## src/rtl/rr_arbiter.sv

```systemverilog
// rtl/rr_arbiter.sv - round-robin arbiter with bounded grant length and a one-cycle release gap
// Grants, grant id and valid are all registered; ptr moves only when a grant ends.
module rr_arbiter #(
  parameter int NREQ     = 4,
  parameter int MAX_HOLD = 16
) (
  input  logic            clock,
  input  logic            reset,
  input  logic [NREQ-1:0] req,
  output logic [NREQ-1:0] gnt,
  output logic            gnt_valid,
  output logic [2:0]      gnt_id
);

  typedef enum logic [1:0] {IDLE, GRANT, RELEASE} state_t;

  state_t          state, state_nxt;
  logic [2:0]      owner, owner_nxt;
  logic [2:0]      ptr, ptr_nxt;
  logic [7:0]      hold_cnt, hold_nxt;
  logic [NREQ-1:0] gnt_nxt;
  logic            gnt_valid_nxt;
  logic [2:0]      gnt_id_nxt;

  logic [NREQ-1:0] rot;
  logic [NREQ-1:0] owner_mask;
  logic            win_found;
  logic [2:0]      winner;
  logic            owner_req;
  logic            others_req;
  logic            expire;
  logic            leave;

  // Rotate req so that bit 0 is the requester at ptr; the first set bit wins.
  always_comb begin
    rot       = NREQ'({req, req} >> ptr);
    win_found = 1'b0;
    winner    = '0;
    for (int i = 0; i < NREQ; i++) begin
      if (!win_found && |(rot & (NREQ'(1) << i))) begin
        win_found = 1'b1;
        winner    = 3'((int'(ptr) + i) % NREQ);
      end
    end
  end

  assign owner_mask = NREQ'(1) << owner;
  assign owner_req  = |(req & owner_mask);
  assign others_req = |(req & ~owner_mask);
  assign expire     = hold_cnt >= 8'(MAX_HOLD);
  assign leave      = !owner_req || (expire && others_req);

  always_ff @(posedge clock) begin
    if (reset) begin
      state     <= IDLE;
      gnt       <= '0;
      gnt_valid <= 1'b0;
      gnt_id    <= '0;
      owner     <= '0;
      ptr       <= '0;
      hold_cnt  <= '0;
    end else begin
      state     <= state_nxt;
      gnt       <= gnt_nxt;
      gnt_valid <= gnt_valid_nxt;
      gnt_id    <= gnt_id_nxt;
      owner     <= owner_nxt;
      ptr       <= ptr_nxt;
      hold_cnt  <= hold_nxt;
    end
  end

  always_comb begin
    state_nxt = state;
    case (state)
      IDLE:    state_nxt = win_found ? GRANT : IDLE;
      GRANT:   state_nxt = leave ? RELEASE : GRANT;
      RELEASE: state_nxt = win_found ? GRANT : IDLE;
      default: state_nxt = IDLE;
    endcase
  end

  always_comb begin
    gnt_nxt       = gnt;
    gnt_valid_nxt = gnt_valid;
    gnt_id_nxt    = gnt_id;
    owner_nxt     = owner;
    ptr_nxt       = ptr;
    hold_nxt      = hold_cnt;
    case (state)
      GRANT: begin
        if (leave) begin
          gnt_nxt       = '0;
          gnt_valid_nxt = 1'b0;
          gnt_id_nxt    = '0;
          ptr_nxt       = (owner == 3'(NREQ - 1)) ? 3'd0 : owner + 3'd1;
        end else if (!expire) begin
          hold_nxt = hold_cnt + 8'd1;
        end
      end
      default: begin
        if (win_found) begin
          gnt_nxt       = NREQ'(1) << winner;
          gnt_valid_nxt = 1'b1;
          gnt_id_nxt    = winner;
          owner_nxt     = winner;
          hold_nxt      = 8'd1;
        end else begin
          gnt_nxt       = '0;
          gnt_valid_nxt = 1'b0;
          gnt_id_nxt    = '0;
        end
      end
    endcase
  end

endmodule

```

## config.mk

```make
export PLATFORM = sky130hd
export DESIGN_NAME = rr_arbiter
export DESIGN_NICKNAME = d
export VERILOG_FILES = /design/src/rtl/rr_arbiter.sv
export SDC_FILE = /design/constraint.sdc
export NUM_CORES = 1
export LEC_CHECK = 0
export CORE_AREA = 2 2 63 65
export DETAILED_ROUTE_END_ITERATION = 16
export DIE_AREA = 0 0 65 67
export MAX_ROUTING_LAYER = met4
export PLACE_DENSITY_LB_ADDON = 0.15
export SYNTH_ARGS = -nofsm -noshare
export SYNTH_HDL_FRONTEND = slang
export SYNTH_SLANG_ARGS = --single-unit
```

## constraint.sdc

```tcl
create_clock -name clock -period 2.7 [get_ports clock]
set_input_delay 0.405 -clock clock [delete_from_list [all_inputs] [get_ports clock]]
set_output_delay 0.405 -clock clock [all_outputs]
set_load 0.005 [all_outputs]
```

==> metrics <==
top-count cell post-synth=dfxtp_1; Worst Max-Slew Pin Slew=between 700 and 800 ps; Synth area leaders=dfxtp_1 (39%), ha_1 (7.0%), nand2b_1 (5.2%); die area=between 4000 and 5000 um2; clock slew at reported path FFs=about 70 ps; GRT Overall Usage=between 10% and 20%; warnings from Yosys=0; Post-Route WL=around 2200 um; area of the multi-input gates=slightly above 600 um2; largest net degree at the start of global routing=23; CTS tree=built; kind of critical path=input port to register; Synth Area in Adders=approximately 7.0%; Hold-fix buffers, CTS=0; RSZ-0062 raised after global routing=no; CTS root buf=clkbuf_8; hold_ws=463 ps; final setup vio count=0; max frequency=0.462 GHz; row cnt=22; post-synthesis mux area share=under 10%; crit end category=register; clock latency on the worst-skew pair=260 ps; Placer Congestion=roughly 0.74; status=complete, no violations; Die Span Y=67 um; DRT antenna net count=0; area post-placement=approximately 1200 um2; gr ovfl total=0; Final Slew Violations=0; setup ws final=between 500 and 600 ps; Place WS=around 280 ps; crit path launch type=input port; compound-gate portion of the synthesized area=a little under a quarter; Slew Limit Headroom=between 50% and 60%; largest family of logic cells by synthesized area=simple AND/OR/NAND/NOR gates; CTS buffer count=3; Avg WL per Cell=12.5 um; Slowest cell on crit path=clkdlybuf4s50_1; XOR/XNOR Fraction of Synth Area=0%; minimum clock period=about 2200 ps; DP Wirelength=1720 um; Final period util=80.2%; number of global-route vias before repair=882; Synth top area share=approximately two fifths; syn avg cell area=just over 9 um2; Detailed Route Iter0 Violations=46; Resize count post-CTS=0; Async S/R FF share, synth=0%; final hold vios=0; Synth top cells by count=dfxtp_1 (21), nand2b_1 (9), inv_1 (7), nor2_1 (7), nor2b_1 (7); io pins=14; share of post-route cells with drive strength above 1=around 7.7%; antenna violations before repair=0; critical-path cell list=clkdlybuf4s50_1, nor2b_1, o41a_4, or3_1, o32ai_2; Pre-antenna DRT Iters=4; peak supply drop=0.000221 V; Core Box Area=~3600 um2; sequential share of the synthesized area=roughly two fifths; Seq cells post-synth=21; P&R area growth vs syn=20.5%; number of synthesized flops with an enable pin=0; final cell count without fillers=about 180; Initial Util=~30%; Max-cap violations=0; Sum Neg Setup Slack=0 ps; Setup Fix Bufs, Post-CTS=0; Leak Pwr=~0.46 nW; Post-Syn Nets=between 100 and 150; first-pass GRT wire length=between 4000 and 5000 um; diode count=0; Final Skew=4.62 ps; fin util=a little over a third; crit-path max FO=7; CTS Buffer Depth=2; Final #Nets=between 100 and 150; P per Cell Area=roughly 520 nW/um2; drt drc=0; dpl cells=between 150 and 200; CP required=~2900 ps; Cell variety after synth=42; Die Span X=roughly 65 um; clock sinks=21; buffer and inverter count on the worst path=1; # port buffers=12; vias=880; Top FF cell, synth=dfxtp_1; Synth Cell Area=1070 um2; CP top delay family=compound AO/OA/AOI/OAI gates; drt via density=between 4 and 5; Max stage delay on crit path=510 ps; final instance area=1290 um2; Simple-Gate Fraction of Synth Area=a little under a quarter; Storage cell area=between 400 and 500 um2; worst path arrival time=~2400 ps; HP Class=register to register; CTS H-tree lvls=1; Total Power=about 0.67 mW; cell taking the most area after synthesis=dfxtp_1; fill count=387; Post-Syn Instances=approximately 120
## cell usage in the layout, fill, tap and decap left out, drive strengths merged, types with 3 or more instances in the layout
| cell | netlist | layout |
|---|---|---|
| dfxtp | 21 | 21 |
| nor2 | 7 | 7 |
| o32ai | 4 | 4 |
| clkbuf | 2 | 4 |
| o21a | 3 | 3 |
| nand2 | 3 | 3 |
| nor3 | 5 | 5 |
| ha | 6 | 6 |
| a21oi | 5 | 5 |
| nor2b | 7 | 7 |
| nand2b | 9 | 9 |
| inv | 7 | 7 |
| clkdlybuf4s50 | 0 | 12 |
| and2 | 4 | 4 |
## sequential cells by signal, summed over array words and instances, names as in the netlist
name	count
hold_cnt	8
ptr	2
owner	2
gnt	4
state	2
gnt_id	2
gnt_valid	1
## worst reg2reg max path, cell delays in order (launching register included)
cell	delay (ps)
dfxtp_1	430
ha_1	230
nor2b_1	70
o41a_4	480
or3_1	510
o32ai_2	230
## logic make-up (layout without fill, tap and decap cells)
family	Yosys count	count (layout)
mux	3	3
buf+inv	11	25
other cells	1	1
fa+ha+maj	6	6
flops	21	21
simple gates	44	44
compound gates	30	30
## final cells by class
| type | count | share of cell area, % |
|---|---|---|
| inverter | 7 | 2.03 |
| clock buffer | 4 | 3.48 |
| multi-input combinational | 84 | 46.9 |
| timing repair buffer | 14 | 10.4 |
| tap | 48 | 4.64 |
| sequential | 21 | 32.5 |
## path summary, 6_finish.rpt
path              slack [ps]                      from  cells after the start                       end
hold reg to reg          460  hold_cnt[6]$_SDFFE_PP0P_                      1  hold_cnt[6]$_SDFFE_PP0P_
hold / removal           460  hold_cnt[6]$_SDFFE_PP0P_                      1  hold_cnt[6]$_SDFFE_PP0P_
setup / recovery         530                    req[2]                      5    gnt_id[1]$_SDFFE_PP0P_
setup reg to reg         680     owner[0]$_SDFFE_PP0P_                      5    gnt_id[1]$_SDFFE_PP0P_
## power breakdown
| part | switching, mW | internal [mW] |
|---|---|---|
| registers | 0.0129 | 0.328 |
| logic | 0.0675 | 0.0603 |
| clock network | 0.0978 | 0.105 |
| total | 0.178 | 0.493 |
## layer usage
metal | up-vias | GRT usage, % | wire length [um]
li1 | 442 | - | -
met3 | 4 | 2.70 | 66
met5 | - | - | 0
met4 | 0 | 3.19 | 31
met2 | 15 | 19.7 | 1020
met1 | 419 | 15.6 | 1110
No activity file was read; power rests on OpenSTA's default activity.
